[config.mk]
export PLATFORM = sky130hd
export DESIGN_NAME = fp_normalizer
export DESIGN_NICKNAME = d
export VERILOG_FILES = /design/src/rtl/fp_pkg.sv /design/src/rtl/fp_normalizer_lzc53.sv /design/src/rtl/fp_normalizer.sv
export SDC_FILE = /design/constraint.sdc
export NUM_CORES = 1
export LEC_CHECK = 0
export BUFFER_PORTS_ARGS = -buffer_cell sky130_fd_sc_hd__buf_2
export CAP_MARGIN = 20
export CORE_MARGIN = 10
export CORE_UTILIZATION = 55
export DETAILED_ROUTE_END_ITERATION = 8
export HOLD_SLACK_MARGIN = 0.12
export PLACE_DENSITY = 0.78
export SYNTH_ARGS = -nofsm -noshare
export SYNTH_HDL_FRONTEND = slang
export SYNTH_SLANG_ARGS = --single-unit
export TNS_END_PERCENT = 50
[constraint.sdc]
create_clock -name clk -period 3.6 [get_ports clk]
set_input_delay 0.18 -clock clk [delete_from_list [all_inputs] [get_ports clk]]
set_output_delay 0.18 -clock clk [all_outputs]
set_load 0.01 [all_outputs]
[src/rtl/fp_pkg.sv]
// rtl/fp_pkg.sv - shared widths and beat types for the double-precision normalizer
package fp_pkg;

    localparam int EXP_W  = 11;
    localparam int FRAC_W = 52;
    localparam int MANT_W = FRAC_W + 2;
    localparam logic [EXP_W-1:0] EXP_MAX = {EXP_W{1'b1}};
    localparam int BIAS = 1023;

    typedef struct packed {
        logic              sign;
        logic [EXP_W-1:0]  exp;
        logic [MANT_W-1:0] mant;
    } fp_norm_in_t;

    typedef struct packed {
        logic              sign;
        logic [EXP_W-1:0]  exp;
        logic [FRAC_W-1:0] frac;
        logic              zero;
        logic              denorm;
        logic              inf;
    } fp_norm_out_t;

endpackage

[src/rtl/fp_normalizer_lzc53.sv]
// rtl/fp_normalizer_lzc53.sv - combinational 53-bit leading-zero counter
module lzc53 (
    input  logic [52:0] d,
    output logic [5:0]  cnt
);

    // Scanning upward lets the highest set bit make the final assignment.
    always_comb begin
        cnt = 6'd53;
        for (int i = 0; i < 53; i++) begin
            if (d[i]) cnt = 6'(52 - i);
        end
    end

endmodule

[src/rtl/fp_normalizer.sv]
// rtl/fp_normalizer.sv - 3-stage post-addition normalizer (carry, lzc shift, subnormal, overflow)
module fp_normalizer
    import fp_pkg::*;
#(
    parameter int EXP_W  = 11,
    parameter int FRAC_W = 52
) (
    input  logic              clk,
    input  logic              rst,
    input  logic              in_valid,
    output logic              in_ready,
    input  logic              in_sign,
    input  logic [EXP_W-1:0]  in_exp,
    input  logic [FRAC_W+1:0] in_mant,
    output logic              out_valid,
    input  logic              out_ready,
    output logic              out_sign,
    output logic [EXP_W-1:0]  out_exp,
    output logic [FRAC_W-1:0] out_frac,
    output logic              out_zero,
    output logic              out_denorm,
    output logic              out_inf
);

    localparam int SIG_W = FRAC_W + 1;
    localparam logic [EXP_W:0] EXP_ONE = {{EXP_W{1'b0}}, 1'b1};
    localparam logic [EXP_W:0] EXP_TOP = {1'b0, {EXP_W{1'b1}}};

    logic         en;
    fp_norm_in_t  beat;
    fp_norm_out_t res;

    assign en       = !(out_valid && !out_ready);
    assign in_ready = en;
    assign beat     = '{sign: in_sign, exp: in_exp, mant: in_mant};

    // Stage 1: subnormal scale fix-up and carry-out right shift
    logic [EXP_W:0] e0, e1;
    logic [SIG_W-1:0] m1;
    logic inf1;

    always_comb begin
        e0   = (beat.exp == '0) ? EXP_ONE : {1'b0, beat.exp};
        e1   = e0;
        m1   = beat.mant[SIG_W-1:0];
        inf1 = 1'b0;
        if (beat.mant[FRAC_W+1]) begin
            e1   = e0 + EXP_ONE;
            m1   = beat.mant[FRAC_W+1:1];
            inf1 = (e1 >= EXP_TOP);
        end
    end

    logic             s1_valid, s1_sign, s1_inf;
    logic [EXP_W:0]   s1_exp;
    logic [SIG_W-1:0] s1_mant;

    always_ff @(posedge clk) begin
        if (rst) begin
            s1_valid <= 1'b0;
            s1_sign  <= 1'b0;
            s1_inf   <= 1'b0;
            s1_exp   <= '0;
            s1_mant  <= '0;
        end else if (en) begin
            s1_valid <= in_valid;
            s1_sign  <= beat.sign;
            s1_inf   <= inf1;
            s1_exp   <= e1;
            s1_mant  <= m1;
        end
    end

    // Stage 2: pick the shift amount, clamping at the subnormal boundary
    logic [5:0]       lz;
    logic [EXP_W:0]   lz_ext, exp_diff, exp_less1;
    logic [5:0]       shift2;
    logic [EXP_W-1:0] exp2;
    logic             zero2, denorm2;

    lzc53 u_lzc (
        .d   (s1_mant),
        .cnt (lz)
    );

    assign lz_ext    = {{(EXP_W-5){1'b0}}, lz};
    assign exp_diff  = s1_exp - lz_ext;
    assign exp_less1 = s1_exp - EXP_ONE;

    always_comb begin
        shift2  = '0;
        exp2    = '0;
        zero2   = 1'b0;
        denorm2 = 1'b0;
        if (s1_inf) begin
            exp2 = EXP_MAX;
        end else if (s1_mant == '0) begin
            zero2 = 1'b1;
        end else if (lz_ext < s1_exp) begin
            shift2 = lz;
            exp2   = exp_diff[EXP_W-1:0];
        end else begin
            shift2  = exp_less1[5:0];
            denorm2 = 1'b1;
        end
    end

    logic             s2_valid, s2_sign, s2_zero, s2_denorm, s2_inf;
    logic [EXP_W-1:0] s2_exp;
    logic [5:0]       s2_shift;
    logic [SIG_W-1:0] s2_mant;

    always_ff @(posedge clk) begin
        if (rst) begin
            s2_valid  <= 1'b0;
            s2_sign   <= 1'b0;
            s2_zero   <= 1'b0;
            s2_denorm <= 1'b0;
            s2_inf    <= 1'b0;
            s2_exp    <= '0;
            s2_shift  <= '0;
            s2_mant   <= '0;
        end else if (en) begin
            s2_valid  <= s1_valid;
            s2_sign   <= s1_sign;
            s2_zero   <= zero2;
            s2_denorm <= denorm2;
            s2_inf    <= s1_inf;
            s2_exp    <= exp2;
            s2_shift  <= shift2;
            s2_mant   <= s1_mant;
        end
    end

    // Stage 3: apply the shift and drop the hidden bit
    logic [SIG_W-1:0] shifted;
    assign shifted = s2_mant << s2_shift;

    always_ff @(posedge clk) begin
        if (rst) begin
            out_valid <= 1'b0;
            res       <= '0;
        end else if (en) begin
            out_valid  <= s2_valid;
            res.sign   <= s2_sign;
            res.exp    <= s2_exp;
            res.frac   <= s2_inf ? '0 : shifted[FRAC_W-1:0];
            res.zero   <= s2_zero;
            res.denorm <= s2_denorm;
            res.inf    <= s2_inf;
        end
    end

    assign out_sign   = res.sign;
    assign out_exp    = res.exp;
    assign out_frac   = res.frac;
    assign out_zero   = res.zero;
    assign out_denorm = res.denorm;
    assign out_inf    = res.inf;

endmodule

* After elaboration in Yosys (flattened, before gate mapping)
Cells that the tools add are included.
** Word-level totals
- Register bits :: 211
- Word-level logic and storage cells :: 100
- Output and inout port bits :: 69
- Input bits :: 70
** Operators by class
- $lt $le $gt $ge :: 2
- Reduce and logical (&&, ||, !) cells :: 5
- Shifts and indexed selects :: 1
- Add/sub/neg operators :: 3
- Muxes and demuxes :: 69
** Operators by type and width (count)
- 6-bit two-way mux :: 35
- 5-bit two-way mux :: 16
- 53-bit logical NOT :: 1
- 53-bit two-way mux :: 1
- 53-bit by 6-bit left shift with 52-bit output :: 1
- 52-bit two-way mux :: 1
- 11-bit two-way mux :: 4
- 11-bit by 1-bit adder with 12-bit output, second input constant :: 1
- 12-bit by 11-bit >= comparator with 1-bit output, second input constant :: 1
- 6-bit by 12-bit less-than comparator with 1-bit output :: 1
- 12-bit two-way mux :: 1
- 3-bit two-way mux :: 4
- 11-bit logical NOT :: 1
- 11-bit by 6-bit subtractor with 11-bit output :: 1
- 1-bit two-way mux :: 7
- 6-bit by 1-bit subtractor with 6-bit output, second input constant :: 1
- 1-bit logical NOT :: 2
- 1-bit logical AND :: 1

* Longest topological paths before layout
Gate-level depths: netlist (run 1).
- Depth after elaboration :: 57
- Depth in mapped cells :: 17
- Gate-level depth less buffers :: 17

* Modules after synthesis
A second synthesis (run 1) with hierarchy kept.
** Second synthesis, totals
- Cell total of the unflattened synthesis :: 1472
- Area, all modules :: 12465.7 µm²
** Modules (own cells, without submodules)
- fp_normalizer :: cells each 1358, times used 1, area an instance 11822.6 µm²
- lzc53 :: cells each 114, times used 1, area an instance 643.1 µm²

* Worst setup path before layout (run 1)
No wires, ideal clock.
- Path kind :: register to register
- From :: register s1_mant[1]
- To :: register s2_shift[5]
- Period minus slack after synthesis :: 3285 ps
- Data arrival time :: 3157 ps
- Library setup time :: 128 ps
- Cell stages (with the launch flop) :: 17
- Setup slack :: 315 ps
- Cells stage by stage :: dfxtp_1 or4_1 a21oi_1 o21ai_0 a21oi_1 o21ai_0 o21ai_0 nand2_1 inv_1 ha_1 nand2_1 o21ai_0 nor4b_1 buf_2 o21ai_0 a22oi_1 nor2_1
** On the way
- Cells in the longest elaborated chain, start to end :: 56
- Elaborated cells on any way between the ends :: 57
- Those cells by class :: order compare (1); mux (55); reduce/logical (1)
** RTL lines
- start: declaration :: line fp_normalizer.sv:56 : logic [SIG_W-1:0] s1_mant;
- start signal: assignment :: line fp_normalizer.sv:70 : s1_mant <= m1;
- 3-bit two-way mux (4 in series) :: line fp_normalizer_lzc53.sv:11 : if (d[i]) cnt = 6'(52 - i);
- 5-bit two-way mux (16 in series) :: line fp_normalizer_lzc53.sv:11
- 6-bit two-way mux (32 in series) :: line fp_normalizer_lzc53.sv:11
- 6-bit by 12-bit less-than comparator with 1-bit output :: line fp_normalizer.sv:99 : end else if (lz_ext < s1_exp) begin
- 6-bit two-way mux :: line fp_normalizer.sv:99
- 6-bit two-way mux (*) :: line fp_normalizer.sv:97 : end else if (s1_mant == '0) begin
- 6-bit two-way mux (*) :: line fp_normalizer.sv:95 : if (s1_inf) begin
- end signal: assignment :: line fp_normalizer.sv:130 : s2_shift <= shift2;
- end: declaration :: line fp_normalizer.sv:110 : logic [5:0] s2_shift;
Mark *: on every way between the ends. The rest lies on a longest branch, timed or not.
A chain may end at the register's enable or synchronous reset.

* Final worst setup path (run 1)
- From :: register s1_mant[22]
- To :: register s2_exp[6]
** On the way
- Cells in the longest elaborated chain, start to end :: 35
- Elaborated cells on any way between the ends :: 37
- Those cells by class :: add/sub (1); order compare (1); mux (34); reduce/logical (1)
** RTL lines
- 6-bit two-way mux (31 in series) :: line fp_normalizer_lzc53.sv:11
- 11-bit by 6-bit subtractor with 11-bit output / 6-bit by 12-bit less-than comparator with 1-bit output (equally long branches) :: line fp_normalizer.sv:87, fp_normalizer.sv:99
- 11-bit two-way mux :: line fp_normalizer.sv:99
- 11-bit two-way mux (*) :: line fp_normalizer.sv:97
- 11-bit two-way mux (*) :: line fp_normalizer.sv:95
- end signal: assignment :: line fp_normalizer.sv:129 : s2_exp <= exp2;
- end: declaration :: line fp_normalizer.sv:109 : logic [EXP_W-1:0] s2_exp;
Marked as above.

==> qor.csv, run 1 <==
stage,metric,value,unit
clock_network,Sink Count,210,
route,number of iterations in the first detailed-routing pass,6,
die,initial core utilization,0.561,
synth,Synth Register Bits,210,
timing,Final Max Tran Viols,0,
die,Die Height,167,microns
timing,RSZ-0062 raised after global routing,false,
setup_path,Setup crit end,s2_exp[6],
cells_and_area,share of cells above drive strength 1,0.207,
cells_and_area,"commonest cells after routing, fill and taps aside","206 x nand2_1, 205 x dfxtp_1, 183 x nor2_1",
timing,Fin Setup TNS,0,ns
synth,Mapped Cells,1409,
setup_path,critical path launch point type,flop,
global_route,grt ovf,0,
timing,Setup Skew,0.0101,ns
cells_and_area,Layout area overhead,23.7,%
synth,Async SR Flop Fraction,0,
route,Avg WL per Cell,18.9,microns
global_route,first-pass GRT wire length,57500,microns
route,Vias,11400,
timing,final hold vios,0,
power_and_ir_drop,Total Power,6.68,mW
cells_and_area,Util after Layout,0.694,
route,highest routed layer,met4,
synth,Post-Syn Area,0.0119,sq mm
setup_path,stages on the worst setup path,15,
setup_path,worst path bufs/invs,1,
power_and_ir_drop,Logic pwr share,0.244,
clock_network,clk slew on worst S/H paths,0.06,ns
timing,max frequency,291,MHz
power_and_ir_drop,Clk pwr share,0.348,
setup_path,arrival time worst endpoint,3.84,ns
synth,YS warnings,0,
placement,DP HPWL,24000,microns
setup_path,worst reg2reg startpoint,s1_mant[22],
clock_network,Inserted Clock Buffers,22,
clock_network,TritonCTS clock tree,done,
setup_path,"Largest delay share family, worst path",compound AO/OA/AOI/OAI gates,
flow_run,Max-Cap Viols,0,
die,Die ar.,0.0279,sq mm
cells_and_area,"commonest non-fill, non-tap cell in the layout",nand2_1,
cells_and_area,multi-input logic area,0.00723,sq mm
power_and_ir_drop,Max VDD drop,0.000307,V
setup_path,"Cell Chain, Critical Path",or3_1 -> o211ai_1 -> o311ai_1 -> nor2b_1 -> o21a_1 -> or2_2 -> fa_2 -> a21o_1 -> a21o_1 -> a21o_1 -> a21o_1 -> buf_4 -> xnor2_1 -> a21oi_1 -> nor2_1,
global_route,vias in the first global route,10800,
setup_path,Critical Path Source,s1_mant[22],
die,Die Wd,167,microns
setup_path,Crit Path Max Fanout,7,
setup_path,Setup CP Type,flop to flop,
global_route,largest net degree at the start of global routing,197,
placement,Placed Instance Area,0.0129,sq mm
global_route,initial antenna violation count,0,
setup_path,Worst R2R End,s2_exp[6],
status,outcome,"finished, final reports clean",
die,I/O pins,139,
synth,synth unique cells,62,
cells_and_area,"Design Area, Final",0.0147,sq mm
route,routed vias/inst,5.99,
clock_network,CTS Buffer Depth,3,
setup_path,master of the slowest instance on the critical path,dfxtp_1,
synth,"Seq/Total Area, Yosys",0.354,
synth,"EDFF count, synth",0,
power_and_ir_drop,Leak,6.08,nW
power_and_ir_drop,sequential group share of total power,0.408,
setup_path,CP endpoint kind,flop,
cells_and_area,Antenna diodes,0,
timing,fin crit share,0.955,
placement,cell count after placement,1763,
clock_network,clock latency on the worst-skew pair,0.51,ns
cells_and_area,fillers,1657,
timing,Tmin final,3.44,ns
synth,Mapped Nets,1492,
clock_network,H-Tree Depth,1,
clock_network,CTS Root Cell,clkbuf_16,
die,site row count,53,
timing,fin worst setup slack,0.163,ns
power_and_ir_drop,NetSw,1.99,mW
die,core footprint,0.0212,sq mm
setup_path,cell repeated most along the worst path,a21o_1,
route,drt drc,0,
cells_and_area,fin nets,1690,
min_path,Worst Hold Class,input port to flop,
min_path,hold path start,in_mant[38],
power_and_ir_drop,power per cell area,455,mW/mm^2
setup_path,R2R Setup Slk,0.16,ns
placement,final RePlAce weighted congestion,0.974,
setup_path,worst reg2reg path depth,15,
route,met2 routed WL,16100,microns
placement,count of input and output buffers,138,
timing,Final Setup Violations,0,
placement,Post-Place Setup Slack,-0.0992,ns
global_route,gr usage total,0.241,
setup_path,CP peak stage delay,0.37,ns
cells_and_area,Reg area,0.00421,sq mm
route,M1 WL,16200,microns
cells_and_area,Final Non-Filler Cells,1897,
synth,Synth Flop Type,dfxtp_1,
route,met3 WL,2570,microns
synth,Avg Inst Size Synth,8.43,sq um
route,Iteration-0 DRC Markers,1376,
power_and_ir_drop,Cell Int Power,4.69,mW
timing,Tightest Pin Transition,0.989,ns
setup_path,Crit path required time,4.00,ns
timing,Hold Slack,0.114,ns
route,ANT nets after route,0,
timing,Max transition margin,0.341,
power_and_ir_drop,switching share of power,0.299,
route,Final Routed Wirelength,35900,microns
[flip-flops by register name, summed over array words and instances, names as in the netlist, 6 cells and up]
signal / flops
s1_mant: 53
out_frac: 52
s2_mant: 52
s1_exp: 12
out_exp: 11
s2_exp: 11
s2_shift: 6
[what timing repair did]
item	CTS	global route
hold buffers	90	0
resized for setup	3	19
endpoints found under the setup margin	9	18
hold endpoints to repair	65	0
buffers inserted	0	5
pin swaps	0	6
[cell usage after synthesis, drive strengths merged, types with 2 or more instances]
| cell type | instances | area, sq um |
|---|---|---|
| nor4b | 2 | 17.5 |
| a222oi | 15 | 150 |
| o31ai | 5 | 37.5 |
| nand2 | 206 | 773 |
| nand4 | 7 | 43.8 |
| o21bai | 11 | 82.6 |
| nor4 | 15 | 124 |
| mux2 | 27 | 304 |
| o21a | 7 | 52.6 |
| a21o | 5 | 37.5 |
| nand2b | 8 | 50.1 |
| and2 | 2 | 12.5 |
| o22ai | 9 | 56.3 |
| buf | 24 | 114 |
| mux4 | 47 | 1060 |
| nand3b | 3 | 22.5 |
| a22oi | 41 | 313 |
| nor3 | 35 | 175 |
| a21oi | 112 | 561 |
| a211oi | 65 | 488 |
| ha | 12 | 150 |
| clkbuf | 89 | 334 |
| mux2i | 95 | 951 |
| nor2 | 185 | 697 |
| xnor2 | 9 | 78.8 |
| o211ai | 7 | 52.6 |
| or3 | 5 | 31.3 |
| or4 | 7 | 63.8 |
| and3 | 2 | 12.5 |
| inv | 30 | 113 |
| o21ai | 52 | 260 |
| dfxtp | 210 | 4200 |
| xor2 | 11 | 96.3 |
| a31oi | 2 | 12.5 |
| a2111oi | 2 | 17.5 |
| nor2b | 12 | 75.1 |
| nand3 | 15 | 80.1 |
| a221oi | 2 | 17.5 |
[logic make-up after synthesis]
family                     Yosys count  share of synthesized area
AOI/OAI and AO/OA                  347                      0.189
muxes                              169                      0.195
buffers and inverters              143                     0.0472
adders and majority gates           13                     0.0143
xor gates and xnor gates            20                     0.0148
DFF                                210                      0.354
and+or+nand+nor                    507                      0.185
[layer usage]
layer,vias up,track usage
met4,0,0.0737
met1,5308,0.338
met2,482,0.371
li1,5506,-
met5,-,0
met3,66,0.0424
[tightest hold or removal path: stages]
cell and delay, ns:
buf_2 0.11, mux2i_1 0.17, a211oi_1 0.11
[how the worst min path moves through the flow]
| stage | depth (start not counted) | end | slack, ns |
|---|---|---|---|
| after floorplan | 2 | s1_sign | 0.32 |
| after global placement | 3 | s1_sign | 0.43 |
| after detailed placement | 3 | s1_sign | 0.44 |
| after CTS | 3 | s1_mant[18] | 0.12 |
| after global routing | 3 | s1_mant[13] | 0.13 |
| final | 3 | s1_mant[38] | 0.11 |
[final cells by class]
cell class / count / share of cell area
Timing Repair Buffer: 287 / 0.140
Sequential cell: 210 / 0.287
Clock inverter: 6 / 0.00562
Tap cell: 275 / 0.0234
Multi-Input combinational cell: 1056 / 0.492
Clock buffer: 33 / 0.0445
Inverter: 30 / 0.00801
[power by group through the flow]
stage	clock network (mW)	logic (mW)	registers, mW
2_1_floorplan	0	1.02	2.72
3_3_place_gp	0	1.46	2.75
3_5_place_dp	0	1.47	2.76
4_1_cts	2.35	1.57	2.71
5_1_grt	2.44	1.78	2.75
6_report	2.32	1.63	2.72
No activity file was read; power rests on OpenSTA's default activity.
==> run 2, diff against run 1 <==
MAX_ROUTING_LAYER = met4   (was default)
==> run 2 against run 1 <==
- power up 3.5%
- first-iteration DRC count down 9.8%
- clock skew up 0.00065 ns
- largest power group unchanged
- final area up 0.15%
- worst hold slack better by 0.014 ns
- sequential share of layout area down 0.052 points
- clock-buffer cell count down 5
- register-to-register slack worse by 0.04 ns
- combinational power about the same
- largest cell class unchanged
- wire length up 2.4%
- sequential cell count unchanged
- critical endpoint is now s2_shift[0]
- clock power up 9.9%
==> qor.csv, run 2 (synthesis results as in run 1) <==
stage,metric,value,unit
cells_and_area,Layout area overhead,23.9,%
timing,Final Setup Violations,0,
setup_path,Crit Path Max Fanout,5,
timing,fin crit share,0.966,
route,Final Routed Wirelength,36700,microns
cells_and_area,Util after Layout,0.695,
setup_path,Crit path required time,4.05,ns
timing,Fin Setup TNS,0,ns
global_route,vias in the first global route,10900,
clock_network,Inserted Clock Buffers,22,
clock_network,H-Tree Depth,1,
timing,final hold vios,0,
timing,Final Max Tran Viols,0,
placement,Post-Place Setup Slack,-0.142,ns
setup_path,worst path bufs/invs,4,
power_and_ir_drop,Max VDD drop,0.000285,V
cells_and_area,"commonest cells after routing, fill and taps aside","206 x nand2_1, 206 x dfxtp_1, 184 x nor2_1",
global_route,initial antenna violation count,1,
setup_path,Setup CP Type,flop to flop,
route,number of iterations in the first detailed-routing pass,7,
setup_path,R2R Setup Slk,0.12,ns
clock_network,TritonCTS clock tree,done,
route,Avg WL per Cell,19.5,microns
route,met3 WL,2600,microns
setup_path,critical path launch point type,flop,
setup_path,arrival time worst endpoint,3.93,ns
setup_path,"Cell Chain, Critical Path",o31ai_2 -> a211oi_1 -> o311a_1 -> o41ai_2 -> buf_4 -> a311oi_2 -> buf_4 -> inv_1 -> ha_1 -> a21oi_1 -> o21ai_0 -> nor4b_4 -> buf_2 -> mux2i_1 -> a32o_1,
global_route,first-pass GRT wire length,58900,microns
route,ANT nets after route,0,
timing,Max transition margin,0.308,
timing,Tightest Pin Transition,1.03,ns
die,Die ar.,0.0279,sq mm
cells_and_area,share of cells above drive strength 1,0.206,
setup_path,Critical Path Source,s1_mant[4],
route,Vias,11400,
setup_path,Setup crit end,s2_shift[0],
cells_and_area,Reg area,0.00421,sq mm
setup_path,cell repeated most along the worst path,buf_4,
clock_network,CTS Root Cell,clkbuf_16,
timing,Setup Skew,0.0107,ns
route,highest routed layer,met4,
status,outcome,"finished, final reports clean",
die,initial core utilization,0.561,
die,core footprint,0.0212,sq mm
die,site row count,53,
setup_path,worst reg2reg startpoint,s1_mant[4],
route,met2 routed WL,16800,microns
setup_path,worst reg2reg path depth,15,
clock_network,Sink Count,210,
flow_run,Max-Cap Viols,0,
cells_and_area,fillers,1653,
cells_and_area,multi-input logic area,0.00722,sq mm
setup_path,"Largest delay share family, worst path",compound AO/OA/AOI/OAI gates,
setup_path,CP peak stage delay,0.40,ns
clock_network,clk slew on worst S/H paths,0.06,ns
clock_network,CTS Buffer Depth,3,
timing,fin worst setup slack,0.124,ns
route,drt drc,0,
clock_network,clock latency on the worst-skew pair,0.52,ns
die,Die Height,167,microns
route,Iteration-0 DRC Markers,1241,
cells_and_area,max reg flops,53,
route,routed vias/inst,6.02,
setup_path,Worst R2R End,s2_shift[0],
global_route,gr usage total,0.255,
cells_and_area,largest reg by FF count,s1_mant,
setup_path,stages on the worst setup path,15,
timing,max frequency,288,MHz
placement,final RePlAce weighted congestion,0.996,
die,Die Wd,167,microns
global_route,grt ovf,0,
die,I/O pins,139,
route,M1 WL,16400,microns
setup_path,CP endpoint kind,flop,
power_and_ir_drop,power per cell area,470,mW/mm^2
global_route,largest net degree at the start of global routing,197,
placement,count of input and output buffers,138,
min_path,Worst Hold Class,input port to flop,
setup_path,master of the slowest instance on the critical path,nor4b_4,
power_and_ir_drop,Leak,6.08,nW
placement,DP HPWL,24200,microns
cells_and_area,fin nets,1679,
timing,Tmin final,3.48,ns
-- run 2: timing repair --
item | 4_1_cts | 5_1_grt
pin swaps | 0 | 2
cloned | 0 | 1
gates resized for setup | 4 | 16
endpoints found under the setup margin | 15 | 18
endpoints found under the hold margin | 63 | 0
hold buffers | 86 | 0
setup buffers | 0 | 1
-- run 2: layout make-up --
class | count | share of cell area
flip-flops and latches | 210 | 0.286
repair buffers | 276 | 0.136
diodes | 1 | 0.000170
clock buffers | 28 | 0.0424
inverters | 30 | 0.00799
well taps | 275 | 0.0234
clock inverters | 11 | 0.0132
multi-input cells | 1056 | 0.491
-- run 2: layer usage --
layer,GRT usage,up-vias
li1,-,5468
met1,0.346,5375
met2,0.392,461
met3,0.0353,65
met4,0.0710,0
met5,-,-
-- run 2: worst min path at each step --
stage,endpoint,depth (start not counted),start,slack (ns)
global route,s1_mant[23],3,in_mant[23],0.15
finish,s1_mant[22],3,in_mant[23],0.13
CTS,s1_mant[20],3,in_mant[20],0.12
floorplan,s1_sign,2,in_sign,0.32
global placement,s1_sign,3,in_sign,0.43
detailed placement,s1_sign,3,in_sign,0.43
-- run 2: stage by stage --
| step | hold WS, ns | power (mW) | instances | cell area (sq um) |
|---|---|---|---|---|
| final | 0.128 | 6.91 | 1887 | 14700 |
| after global routing | 0.154 | 7.20 | 1887 | 14700 |
| after CTS | 0.125 | 6.87 | 1884 | 14600 |
| after detailed placement | 0.430 | 4.24 | 1759 | 12900 |
| after global placement | 0.427 | 4.22 | 1759 | 12900 |
| after floorplan | 0.320 | 3.74 | 1409 | 11900 |
-- run 2: worst reg2reg max path: cells and delay by family, from the launching register on --
kind	cells	cell delay [ns]
AO/OA/AOI/OAI	8	1.61
buffers and inverters	4	0.67
AND/OR/NAND/NOR	1	0.40
flip-flops	1	0.36
multiplexers	1	0.23
adder cells (fa/ha/maj)	1	0.16
-- run 2: power breakdown --
part	leakage, nW	switching (mW)	internal [mW]
clock network	0.398	0.967	1.59
logic	3.95	0.885	0.769
registers	1.73	0.189	2.52
total	6.08	2.04	4.87
